## src/rtl/apb_req_arbiter.sv

```systemverilog
// apb_req_arbiter: arbitrates one write and one read requester onto a
// single APB master request port, one transfer at a time.
//
// Ports:
//   clk, rst                        clock, synchronous active-high reset
//   wrValid/wrReady + wrAddr/wrData/wrStrb/wrProt   write request
//   wrRespValid/wrRespErr           write completion pulse
//   rdValid/rdReady + rdAddr/rdProt read request
//   rdRespValid/rdRespErr/rdRespData read completion pulse
//   pselxM..pprotM                  request to the APB master
//   preadyM/pslverrM/prdataM        completion from the APB master
//
// Build option: define APB_TIMEOUT_EN to abort a transfer with an error
// after timeoutCycles BUSY cycles without preadyM.

module apb_req_arbiter #(
    parameter int dataWidth     = 32,
    parameter int addrWidth     = 32,
    parameter int timeoutCycles = 16
) (
    input  logic                   clk,
    input  logic                   rst,

    input  logic                   wrValid,
    output logic                   wrReady,
    input  logic [addrWidth-1:0]   wrAddr,
    input  logic [dataWidth-1:0]   wrData,
    input  logic [dataWidth/8-1:0] wrStrb,
    input  logic [2:0]             wrProt,
    output logic                   wrRespValid,
    output logic                   wrRespErr,

    input  logic                   rdValid,
    output logic                   rdReady,
    input  logic [addrWidth-1:0]   rdAddr,
    input  logic [2:0]             rdProt,
    output logic                   rdRespValid,
    output logic                   rdRespErr,
    output logic [dataWidth-1:0]   rdRespData,

    output logic                   pselxM,
    output logic                   pwriteM,
    output logic [dataWidth/8-1:0] pstrbM,
    output logic [addrWidth-1:0]   paddrM,
    output logic [dataWidth-1:0]   pwdataM,
    output logic [2:0]             pprotM,
    input  logic                   preadyM,
    input  logic                   pslverrM,
    input  logic [dataWidth-1:0]   prdataM
);

    localparam int StrbW = dataWidth / 8;

    typedef enum logic [1:0] {
        IDLE = 2'd0,
        BUSY = 2'd1,
        RESP = 2'd2
    } state_t;

    state_t                 state_q, state_d;
    // 1 when the write port was served last; reset to 0 so write wins first
    logic                   lastWr_q, lastWr_d;
    logic                   psel_q, psel_d;
    logic                   pwrite_q, pwrite_d;
    logic [StrbW-1:0]       pstrb_q, pstrb_d;
    logic [addrWidth-1:0]   paddr_q, paddr_d;
    logic [dataWidth-1:0]   pwdata_q, pwdata_d;
    logic [2:0]             pprot_q, pprot_d;
    logic                   err_q, err_d;
    logic [dataWidth-1:0]   data_q, data_d;

    logic                   grantWr;
    logic                   grantRd;

`ifdef APB_TIMEOUT_EN
    localparam int CntW = $clog2(timeoutCycles + 1);
    logic [CntW-1:0]        cnt_q, cnt_d;
`endif

    // Grants are combinational in IDLE; on a tie the port not served last wins
    assign grantWr = (state_q == IDLE) && !rst && wrValid &&
                     (!rdValid || !lastWr_q);
    assign grantRd = (state_q == IDLE) && !rst && rdValid && !grantWr;

    assign wrReady     = grantWr;
    assign rdReady     = grantRd;

    assign pselxM      = psel_q;
    assign pwriteM     = pwrite_q;
    assign pstrbM      = pstrb_q;
    assign paddrM      = paddr_q;
    assign pwdataM     = pwdata_q;
    assign pprotM      = pprot_q;

    assign wrRespValid = (state_q == RESP) && pwrite_q;
    assign rdRespValid = (state_q == RESP) && !pwrite_q;
    assign wrRespErr   = wrRespValid && err_q;
    assign rdRespErr   = rdRespValid && err_q;
    assign rdRespData  = rdRespValid ? data_q : '0;

    always_comb begin
        state_d  = state_q;
        lastWr_d = lastWr_q;
        psel_d   = psel_q;
        pwrite_d = pwrite_q;
        pstrb_d  = pstrb_q;
        paddr_d  = paddr_q;
        pwdata_d = pwdata_q;
        pprot_d  = pprot_q;
        err_d    = err_q;
        data_d   = data_q;
`ifdef APB_TIMEOUT_EN
        cnt_d    = cnt_q;
`endif
        unique case (state_q)
            IDLE: begin
                if (grantWr) begin
                    state_d  = BUSY;
                    lastWr_d = 1'b1;
                    psel_d   = 1'b1;
                    pwrite_d = 1'b1;
                    pstrb_d  = wrStrb;
                    paddr_d  = wrAddr;
                    pwdata_d = wrData;
                    pprot_d  = wrProt;
`ifdef APB_TIMEOUT_EN
                    cnt_d    = '0;
`endif
                end else if (grantRd) begin
                    state_d  = BUSY;
                    lastWr_d = 1'b0;
                    psel_d   = 1'b1;
                    pwrite_d = 1'b0;
                    pstrb_d  = '0;
                    paddr_d  = rdAddr;
                    pwdata_d = '0;
                    pprot_d  = rdProt;
`ifdef APB_TIMEOUT_EN
                    cnt_d    = '0;
`endif
                end
            end
            BUSY: begin
                if (preadyM) begin
                    state_d = RESP;
                    psel_d  = 1'b0;
                    err_d   = pslverrM;
                    data_d  = pwrite_q ? '0 : prdataM;
`ifdef APB_TIMEOUT_EN
                end else if (cnt_q == CntW'(timeoutCycles - 1)) begin
                    // this is the timeoutCycles-th stalled cycle: abort
                    state_d = RESP;
                    psel_d  = 1'b0;
                    err_d   = 1'b1;
                    data_d  = '0;
                end else begin
                    cnt_d   = cnt_q + 1'b1;
`endif
                end
            end
            RESP: begin
                state_d = IDLE;
                err_d   = 1'b0;
                data_d  = '0;
            end
            default: begin
                state_d = IDLE;
                psel_d  = 1'b0;
            end
        endcase
    end

    always_ff @(posedge clk) begin
        if (rst) begin
            state_q  <= IDLE;
            lastWr_q <= 1'b0;
            psel_q   <= 1'b0;
            pwrite_q <= 1'b0;
            pstrb_q  <= '0;
            paddr_q  <= '0;
            pwdata_q <= '0;
            pprot_q  <= '0;
            err_q    <= 1'b0;
            data_q   <= '0;
`ifdef APB_TIMEOUT_EN
            cnt_q    <= '0;
`endif
        end else begin
            state_q  <= state_d;
            lastWr_q <= lastWr_d;
            psel_q   <= psel_d;
            pwrite_q <= pwrite_d;
            pstrb_q  <= pstrb_d;
            paddr_q  <= paddr_d;
            pwdata_q <= pwdata_d;
            pprot_q  <= pprot_d;
            err_q    <= err_d;
            data_q   <= data_d;
`ifdef APB_TIMEOUT_EN
            cnt_q    <= cnt_d;
`endif
        end
    end

endmodule

```

## config.mk

```make
export PLATFORM = sky130hd
export DESIGN_NAME = apb_req_arbiter
export DESIGN_NICKNAME = d
export VERILOG_FILES = /design/src/rtl/apb_req_arbiter.sv
export SDC_FILE = /design/constraint.sdc
export NUM_CORES = 1
export LEC_CHECK = 0
export BUFFER_PORTS_ARGS = -buffer_cell sky130_fd_sc_hd__buf_4
export CAP_MARGIN = 20
export CELL_PAD_IN_SITES_DETAIL_PLACEMENT = 0
export CELL_PAD_IN_SITES_GLOBAL_PLACEMENT = 1
export CORE_MARGIN = 4
export CORE_UTILIZATION = 31
export DETAILED_ROUTE_END_ITERATION = 6
export PLACE_DENSITY = 0.84
export SLEW_MARGIN = 10
export SYNTH_ARGS = -nofsm -noshare
export SYNTH_HDL_FRONTEND = slang
export SYNTH_SLANG_ARGS = --single-unit
```

## constraint.sdc

```tcl
create_clock -name clk -period 1.88 [get_ports clk]
set_input_delay 0.188 -clock clk [delete_from_list [all_inputs] [get_ports clk]]
set_output_delay 0.188 -clock clk [all_outputs]
set_load 0.02 [all_outputs]
```

== After elaboration in Yosys (flattened, before gate mapping) ==
Index checks and enable logic that the tools add are counted.

* Register bits after elaboration: 108
* Output and inout bits: 111

* Eq/ne operators: 4
* Multiplexer cells: 24
* Bitwise gates (word level): 1
* Reduce and logical (&&, ||, !) cells: 21

{| class="wikitable"
|+ Operator list
! cell !! count
|-
| $mux 32 || 7
|-
| $pmux 32 s2 || 1
|-
| $logic_and 1x1->1 || 9
|-
| $mux 4 || 2
|-
| $mux 1 || 6
|-
| $mux 2 || 3
|-
| $mux 3 || 2
|-
| $reduce_and 2->1 || 3
|-
| $logic_not 1->1 || 4
|-
| $pmux 2 s2 || 1
|-
| $reduce_bool 2->1 || 2
|-
| $ne 3x3->1 const B || 1
|-
| $pmux 1 s3 || 1
|-
| $reduce_and 3->1 || 1
|-
| $eq 2x1->1 const B || 1
|-
| $eq 2x2->1 const B || 1
|-
| $logic_not 2->1 || 1
|-
| $ne 2x2->1 const B || 1
|-
| $pmux 1 s2 || 1
|-
| $logic_or 1x1->1 || 1
|-
| $not 1->1 || 1
|}

== Logic depth before layout (Yosys ltp) ==
Gate-level depths: netlist of the first run.

* Word-level depth: 9
* Gate-level depth with buffers: 6

== Worst setup path after synthesis of the first run ==
Ideal clock, no wire load.

* Path type: register -> output
* Start point: register state_q[1]
* End point: output rdReady
* Arrival: 1550 ps
* Slack: 142 ps
* Stages on the path, launching flop included: 5
* Path buffers: 2
* Cells stage by stage: dfxtp_1 -> or3_1 -> buf_2 -> clkbuf_1 -> a211oi_1

* Word-level cells in the longest chain between the ends: 6

{| class="wikitable"
|+ Ends and longest elaborated chain
! what !! line !! text
|-
| start, declared || 60 || <nowiki>state_t state_q, state_d;</nowiki>
|-
| start signal, assigned || 189 || <nowiki>state_q <= state_d;</nowiki>
|-
| $logic_not 2->1 * || 81, 83 ||
|-
| $logic_and 1x1->1 * || 81, 83 ||
|-
| $logic_and 1x1->1 (2 in a row) || 81 || <nowiki>assign grantWr = (state_q == IDLE) && !rst && wrValid &&</nowiki>
|-
| $logic_not 1->1 || 83 || <nowiki>assign grantRd = (state_q == IDLE) && !rst && rdValid && !grantWr;</nowiki>
|-
| $logic_and 1x1->1 * || 83 ||
|-
| end, declared || 34 || <nowiki>output logic rdReady,</nowiki>
|}

Mark *: on every way between the ends. The rest lies on a longest branch, timed or not.

== Final worst setup path of the first run ==
* Start point: register state_q[0]
* End point: output rdRespData[17]

* Word-level cells in the longest chain between the ends: 3

{| class="wikitable"
|+ Ends and longest elaborated chain
! what !! line !! text
|-
| $eq 2x2->1 || 96 || <nowiki>assign rdRespValid = (state_q == RESP) && !pwrite_q;</nowiki>
|-
| $logic_and 1x1->1 || 96 ||
|-
| $mux 32 || 99 || <nowiki>assign rdRespData = rdRespValid ? data_q : '0;</nowiki>
|-
| end, declared || 39 || <nowiki>output logic [dataWidth-1:0] rdRespData,</nowiki>
|}

Every way passes these cells.

==> out/qor.yml, run 1 <==
status: "finished, final reports clean"
timing.fmax_ghz: 0.543
io_pins: 255
avgSynthCellArea_um2: 8.40
synth_ff_type: "dfxtp_1"
placed_area_um2: 6700
path_clk_slew_ps: 70
holdWs_ps: 37.1
final_area_um2: 7220
grt_pass1_wl_um: 24900
place_hpwl_um: 11700
synth_edf_count: 0
htree_levels: 3
fin_skew_ps: 8.45
insertion_delay_ps: 350
ys_seq_area_frac: 0.465
crit_top_cell: "buf_6"
worstPathRequired_ps: 1690
wl_met2_um: 8310
cts_tree: "done"
port-buffer-count: 254
syn_nets: 698
p_leak_nw: 3.01
num_vias: 5238
m1WireLength_um: 7090
areaGrowthSynthToFinish_pct: 55.2
met3_length_um: 1440
finalHoldViolations: 0
wl_per_cell_um: 17.7
yosysUniqueCellTypes: 29
die-area_um2: 17000
p_per_area_nw_per_um2: 758
final_util: 0.493
synth_async_sr_flop_share: 0
gp_congestion: 0.793
drc: 0
final_nets: 925
worst_pin_slew_ps: 729
synth-seq-cells: 108
synth_top_cell_area_share: 0.465
die_w_um: 131
worst-endpoint-arrival_ps: 1650
core_area_um2: 14600
hp-class: "in -> reg"
slowest_delay_ps: 330
yosys_warnings: 0
multi_input_area_um2: 2250
ir_drop_uv: 570
critPathCaptureType: "primary output"
slew_violations: 0
initial_utilization: 0.318
fp-row-count: 44
top_layer_used: "met4"
root_buffer: "clkbuf_16"
syn-cell-area_um2: 4650
grt_usage: 0.182
critPathKind: "reg -> out"
antenna_found_initial: 0
clk_path_buf_depth: 2
start_kind: "flip-flop"
clkSinkCount: 108
slew_headroom: 0.514
ant_nets: 0
regArea_um2: 2160
finalSetupViolCount: 0
grt_pass1_vias: 4863
die-height_um: 131
yosysTopAreaCell: "dfxtp_1"
holdBufCountCts: 0
viasPerCell: 5.40
period_minus_slack_ps: 1840
n_fill_cell: 1390
numCtsBuffers: 9
yosys-top-cells-area: "dfxtp_1 (46%), a21oi_1 (8.1%), o21ai_0 (7.9%)"
crit_path_max_fanout: 6
firstDrtPassIters: 4
syn-instance-count: 554
wl_um: 17200
rsz0062_at_grt: "yes"
overflow: 0
first_iter_violations: 279
grt_start_max_net_pins: 109
slowest_stage: "dfxtp_2"
diodes: 0
finalCritPeriodShare: 0.979
drv_cap: 0
drive_above_1_share: 0.408
path_cells: "buf_6 > nand2b_4 > nor2_4 > buf_8 > buf_6 > and2_1 > buf_6"
-- cell usage in the layout, fill, tap and decap left out, types with 2 or more instances in the layout --
cell type,instances
nand3b_1,2
nand3_1,71
dfxtp_1,107
and2_4,10
nor2_1,34
buf_8,2
clkbuf_16,9
nor4bb_1,2
buf_12,5
buf_4,254
inv_1,2
and2_1,24
nor2_4,2
nand2_1,5
clkinv_4,2
o21ai_0,73
a311oi_1,36
clkinvlp_4,3
a21oi_1,75
a32oi_1,31
buf_6,22
-- per-stage QoR --
stage	instances	setup TNS, ps	setup slack, ps	power (W)
floorplan	554	0	142	0.00311
global placement	942	0	309	0.00366
detailed placement	942	0	231	0.00368
CTS	958	0	0.539	0.00552
global route	970	-254	-25.2	0.00575
finish	970	0	39.6	0.00548
-- what timing repair did --
action / CTS / global route
pin swaps: 0 / 1
resized for setup: 3 / 44
cloned: 0 / 3
buffers inserted: 0 / 9
endpoints found under the hold margin: 0 / 0
endpoints found under the setup margin: 28 / 33
-- cells by family after synthesis --
logic type      count (synthesis)  share of synthesized area
compound gates                218                      0.291
simple gates                  159                      0.181
flops                         108                      0.465
buf+inv                        69                     0.0629
-- worst paths after layout --
path | endpoint | slack [ps] | startpoint | depth (start not counted)
worst max-delay path | rdRespData[17] | 40 | state_q[0]$_SDFFE_PP0P_ | 7
worst min-delay path | err_q$_SDFFE_PP0P_ | 40 | pslverrM | 3
worst max register to register | pprotM[0]$_SDFFE_PP0P_ | 170 | state_q[1]$_SDFFE_PP0P_ | 6
worst min register to register | pwdataM[31]$_SDFFE_PP0P_ | 480 | pwdataM[31]$_SDFFE_PP0P_ | 2
-- final cells by class --
cell class,count,area share
repair buffers,283,0.316
multi-input cells,377,0.312
flip-flops and latches,108,0.300
clock buffers,9,0.0312
inverters,2,0.00104
clock inverters,7,0.00832
well taps,184,0.0319
-- Yosys cell counts (all sizes together), types with 5 or more instances --
cell type	n
dfxtp	108
a32oi	31
nand2	5
a21oi	75
buf	26
clkbuf	41
and2	35
nor2	37
a311oi	36
o21ai	73
nand3	71
-- power breakdown --
part | leakage [nW] | internal (W) | total, W | switching, W
combinational | 2.00 | 0.000532 | 0.00116 | 0.000627
clock | 0.130 | 0.000918 | 0.00182 | 0.000902
sequential | 0.883 | 0.00242 | 0.00250 | 0.0000788
total | 3.01 | 0.00387 | 0.00548 | 0.00161
-- routing by layer --
layer,GRT usage,vias to the layer above
met5,0,-
met4,0.0690,0
met3,0.0459,25
met2,0.291,239
met1,0.237,2463
li1,-,2511
-- state kept, by name (all words and copies together) (netlist names) --
signal,count
err_q,1
pwriteM,1
pprotM,3
state_q,2
paddrM,32
pselxM,1
pstrbM,4
data_q,32
pwdataM,32
-- critical path: cells and delay by family (launching register included) --
family | cells | cell delay, ps
simple gates | 3 | 490
buf+inv | 4 | 500
flops | 1 | 330
Note: power is estimated with default switching activity, not from simulation.
==> run 2: changes to the inputs <==
--- a/config.mk
+++ b/config.mk
@@ -11,8 +11,10 @@
 export CELL_PAD_IN_SITES_GLOBAL_PLACEMENT = 1
 export CORE_MARGIN = 4
 export CORE_UTILIZATION = 31
+export CTS_CLUSTER_DIAMETER = 100
 export DETAILED_ROUTE_END_ITERATION = 6
 export PLACE_DENSITY = 0.84
+export RECOVER_POWER = 25
 export SLEW_MARGIN = 10
 export SYNTH_ARGS = -nofsm -noshare
 export SYNTH_HDL_FRONTEND = slang
==> run 2 against run 1 <==
Effect of this change: cell area down 2.7%; routed wire length about the same; via count is 0.34% higher; worst hold slack hardly changed; largest cell class is now multi-input gates.
==> out/qor.yml, run 2 (synthesis gave the netlist of run 1 again) <==
diodes: 0
path_cells: "buf_6 > nand2b_4 > nor2_4 > buf_8 > buf_6 > and2_1 > buf_6"
grt_pass1_wl_um: 24900
core_area_um2: 14600
antenna_found_initial: 0
p_leak_nw: 2.80
rsz0062_at_grt: "yes"
num_vias: 5256
slowest_stage: "dfxtp_2"
final_area_um2: 7030
grt_pass1_vias: 4863
slew_headroom: 0.506
drc: 0
combPwrFrac: 0.203
crit_path_max_fanout: 6
drive_above_1_share: 0.342
power_w: 0.00541
clkPwrFrac: 0.336
period_minus_slack_ps: 1840
wl_per_cell_um: 17.7
crit_top_cell: "buf_6"
place_hpwl_um: 11700
status: "finished, final reports clean"
timing.fmax_ghz: 0.544
pwr-share-seq: 0.461
p_sw_w: 0.00160
switching_share: 0.296
path_clk_slew_ps: 70
critPathKind: "reg -> out"
fp-row-count: 44
critPathCaptureType: "primary output"
p_per_area_nw_per_um2: 770
finalSetupViolCount: 0
drv_cap: 0
finalCritPeriodShare: 0.978
areaGrowthSynthToFinish_pct: 51.0
crit_family: "buffers and inverters"
clkSinkCount: 108
clk_path_buf_depth: 2
holdWs_ps: 36.9
viasPerCell: 5.42
start_kind: "flip-flop"
hp-class: "in -> reg"
io_pins: 255
placed_area_um2: 6700
insertion_delay_ps: 350
final_cell_mix: "buf_4 (202), dfxtp_1 (107), a21oi_1 (75)"
gp_congestion: 0.793
intPower_w: 0.00381
cp_num_buf_inv: 4
die_w_um: 131
first_iter_violations: 277
overflow: 0
firstDrtPassIters: 4
holdBufCountCts: 0
final_nets: 925
slew_violations: 0
die-area_um2: 17000
ir_drop_uv: 571
grt_usage: 0.182
root_buffer: "clkbuf_16"
worst-endpoint-arrival_ps: 1650
port-buffer-count: 254
ant_nets: 0
slowest_delay_ps: 330
wl_um: 17200
numCtsBuffers: 9
die-height_um: 131
fin_skew_ps: 8.87
initial_utilization: 0.318
final_common_cell: "buf_4"
cts_tree: "done"
htree_levels: 3
grt_start_max_net_pins: 109
worst_pin_slew_ps: 740
finalHoldViolations: 0
worstPathRequired_ps: 1690
## run 2: cell types whose count changed in the layout (fill, tap and decap cells not counted), sizes merged
cell and change:
buf -52, clkbuf +52
## run 2: repair_timing
action / in CTS / in global routing
resized for setup: 3 / 44
cloned: 0 / 3
endpoints found under the setup margin: 28 / 33
setup buffers: 0 / 9
pin swaps: 0 / 1
## run 2: layer usage
| metal | track usage | up-vias | routed length (um) |
|---|---|---|---|
| met1 | 0.237 | 2498 | 7180 |
| li1 | - | 2509 | - |
| met3 | 0.0459 | 25 | 1330 |
| met4 | 0.0690 | 0 | 357 |
| met2 | 0.291 | 224 | 8320 |
| met5 | 0 | - | 0 |
## run 2: worst register-to-register path, stage by stage (launching register included)
cell      delay, ps
dfxtp_1         330
buf_6           140
buf_4           140
nor3_4          220
buf_12          300
nand3_1         190
a311oi_1        280
## run 2: worst paths after layout
check,from,end,slack [ps],cells past startpoint
setup reg to reg,state_q[1]$_SDFFE_PP0P_,pprotM[0]$_SDFFE_PP0P_,190,6
setup / recovery,state_q[0]$_SDFFE_PP0P_,rdRespData[17],40,7
hold / removal,pslverrM,err_q$_SDFFE_PP0P_,40,3
hold reg to reg,pwdataM[31]$_SDFFE_PP0P_,pwdataM[31]$_SDFFE_PP0P_,480,2
## run 2: area by class of cell
type                    count  area, um^2
fillers                  1440        7620
repair buffers            283        2090
inverters                   2        7.51
clock buffers               9         225
well taps                 184         230
clock inverters             7        60.1
multi-input cells         377        2250
flip-flops and latches    108        2160
## run 2: metrics by stage
step / worst slack [ps] / util / setup TNS [ps] / instances
after global routing: -25.2 / 0.480 / -254 / 970
after CTS: 0.539 / 0.478 / 0 / 958
final: 40.6 / 0.480 / 0 / 970
after global placement: 309 / 0.458 / 0 / 942
after floorplan: 142 / - / 0 / 554
after detailed placement: 231 / 0.458 / 0 / 942
## run 2: power by group through the flow
stage               clock network, W  logic [W]  registers [W]
floorplan                          0   0.000452        0.00266
global placement                   0    0.00112        0.00254
detailed placement                 0    0.00114        0.00255
CTS                          0.00188    0.00114        0.00249
global route                 0.00199    0.00119        0.00251
finish                       0.00182    0.00110        0.00249
==> run 3: changes to the inputs <==
--- a/config.mk
+++ b/config.mk
@@ -7,13 +7,12 @@
 export LEC_CHECK = 0
 export BUFFER_PORTS_ARGS = -buffer_cell sky130_fd_sc_hd__buf_4
 export CAP_MARGIN = 20
-export CELL_PAD_IN_SITES_DETAIL_PLACEMENT = 0
-export CELL_PAD_IN_SITES_GLOBAL_PLACEMENT = 1
 export CORE_MARGIN = 4
-export CORE_UTILIZATION = 31
+export CORE_UTILIZATION = 45
 export CTS_CLUSTER_DIAMETER = 100
+export CTS_CLUSTER_SIZE = 28
 export DETAILED_ROUTE_END_ITERATION = 6
-export PLACE_DENSITY = 0.84
+export PLACE_DENSITY = 0.85
 export RECOVER_POWER = 25
 export SLEW_MARGIN = 10
 export SYNTH_ARGS = -nofsm -noshare
==> run 3 against run 2 <==
Effect of this change: combinational power about the same; via count up 1.1%; setup slack worse by 36 ps; non-clock buffer count down 7; register-to-register slack better by 20 ps; critical endpoint is now rdRespData[2].
==> out/qor.yml, run 3 (synthesis gave the netlist of run 1 again) <==
grt_start_max_net_pins: 102
p_per_area_nw_per_um2: 750
diodes: 0
timing.fmax_ghz: 0.533
start_kind: "flip-flop"
first_iter_violations: 390
finalCritPeriodShare: 0.998
grt_pass1_wl_um: 24300
drv_cap: 0
finalHoldViolations: 0
detailedPlace.worstSlack_ps: 174
areaGrowthSynthToFinish_pct: 48.2
wl_um: 16500
final_area_um2: 6890
die-area_um2: 12000
combPwrFrac: 0.211
hp-class: "in -> reg"
path_cells: "buf_6 > nand2b_4 > nor2_4 > buf_4 > and2_1 > buf_4"
cp.depth: 6
critPathKind: "reg -> out"
initial_utilization: 0.470
rsz0062_at_grt: "yes"
power_w: 0.00517
slowest_delay_ps: 340
die_w_um: 110
cp_num_buf_inv: 3
clkSinkCount: 108
drc: 0
reg2reg_from: "state_q[1]$_SDFFE_PP0P_"
place_hpwl_um: 11000
hp-start: "prdataM[0]"
path_clk_slew_ps: 100
final_common_cell: "buf_4"
intPower_w: 0.00368
finalSetupViolCount: 0
core_area_um2: 9910
period_minus_slack_ps: 1880
worstPathRequired_ps: 1690
clkPwrFrac: 0.307
wl_per_cell_um: 18.1
slowest_stage: "dfxtp_2"
worst_pin_slew_ps: 704
fp-row-count: 36
port-buffer-count: 254
switching_share: 0.289
viasPerCell: 5.83
final_nets: 918
io_pins: 255
insertion_delay_ps: 360
root_buffer: "clkbuf_8"
overflow: 0
worst-r2r-cell-count: 5
grt_pass1_vias: 5001
slew_violations: 0
ir_drop_uv: 392
fin_skew_ps: 8.51
crit_path_max_fanout: 17
clk_path_buf_depth: 2
drive_above_1_share: 0.356
crit_family: "buffers and inverters"
setup_ws_ps: 4.37
critPathCaptureType: "primary output"
pwr-share-seq: 0.483
htree_levels: 3
numCtsBuffers: 9
p_sw_w: 0.00149
antenna_found_initial: 0
die-height_um: 110
placed_area_um2: 6600
slew_headroom: 0.530
firstDrtPassIters: 5
crit_top_cell: "buf_4"
p_leak_nw: 2.78
worst-endpoint-arrival_ps: 1690
cts_tree: "done"
grt_usage: 0.252
gp_congestion: 0.787
cp-startpoint: "state_q[0]$_SDFFE_PP0P_"
final_cell_mix: "buf_4 (204), dfxtp_1 (105), a21oi_1 (75)"
status: "finished, final reports clean"
ant_nets: 0
num_vias: 5316
min_path_cells: 3
-- run 3: cell types whose count changed in the layout (fill, tap and decap cells not counted), sizes merged --
cell and delta:
clkbuf -5, buf -2, bufinv +2, clkinvlp -2
dlygate4sd3 +1, inv -1
-- run 3: worst paths after layout --
| kind | slack [ps] | endpoint |
|---|---|---|
| setup / recovery | 4 | rdRespData[2] |
| hold / removal | 40 | data_q[0]$_SDFFE_PP0P_ |
| setup reg to reg | 210 | paddrM[30]$_SDFFE_PP0P_ |
| hold reg to reg | 470 | pselxM$_SDFFE_PP0P_ |
-- run 3: worst reg2reg max path, delay by kind of cell (launching register included) --
kind,cells,cell delay [ps]
flip-flops,1,340
AND/OR/NAND/NOR,1,240
AO/OA/AOI/OAI,2,480
buffers and inverters,2,520
-- run 3: power by group through the flow --
stage | clock network, W | logic [W] | registers, W
3_5_place_dp | 0 | 0.00111 | 0.00254
3_3_place_gp | 0 | 0.00108 | 0.00254
2_1_floorplan | 0 | 0.000452 | 0.00266
6_report | 0.00158 | 0.00109 | 0.00250
4_1_cts | 0.00161 | 0.00112 | 0.00249
5_1_grt | 0.00172 | 0.00118 | 0.00251
-- run 3: area by class of cell --
class	count	area, um^2
tap	133	166
clock buffer	10	138
clock inverter	6	86.3
fill	810	3020
sequential	108	2170
multi-input combinational	377	2270
timing repair buffer	276	2060
inverter	2	7.51
-- run 3: metal layers --
layer	vias up	global-route usage	part of all wire
li1	2485	-	-
met4	0	0.110	0.028
met2	276	0.443	0.50
met5	-	0	0
met3	44	0.0675	0.10
met1	2511	0.286	0.37
-- run 3: what timing repair did --
item / in CTS / in global routing
gates resized for setup: 11 / 40
endpoints found under the hold margin: 1 / 0
setup endpoints to repair: 35 / 30
pin swaps: 0 / 9
gates cloned: 1 / 1
hold buffers: 1 / 0
setup buffers: 1 / 3
-- run 3: through the flow --
step,std cells,utilization,TNS (ps),hold slack [ps]
6_report,912,0.696,0,45.0
5_1_grt,912,0.696,-667,23.5
4_1_cts,908,0.695,0,29.9
3_5_place_dp,889,0.666,0,382
3_3_place_gp,889,0.666,0,375
2_1_floorplan,554,-,0,287
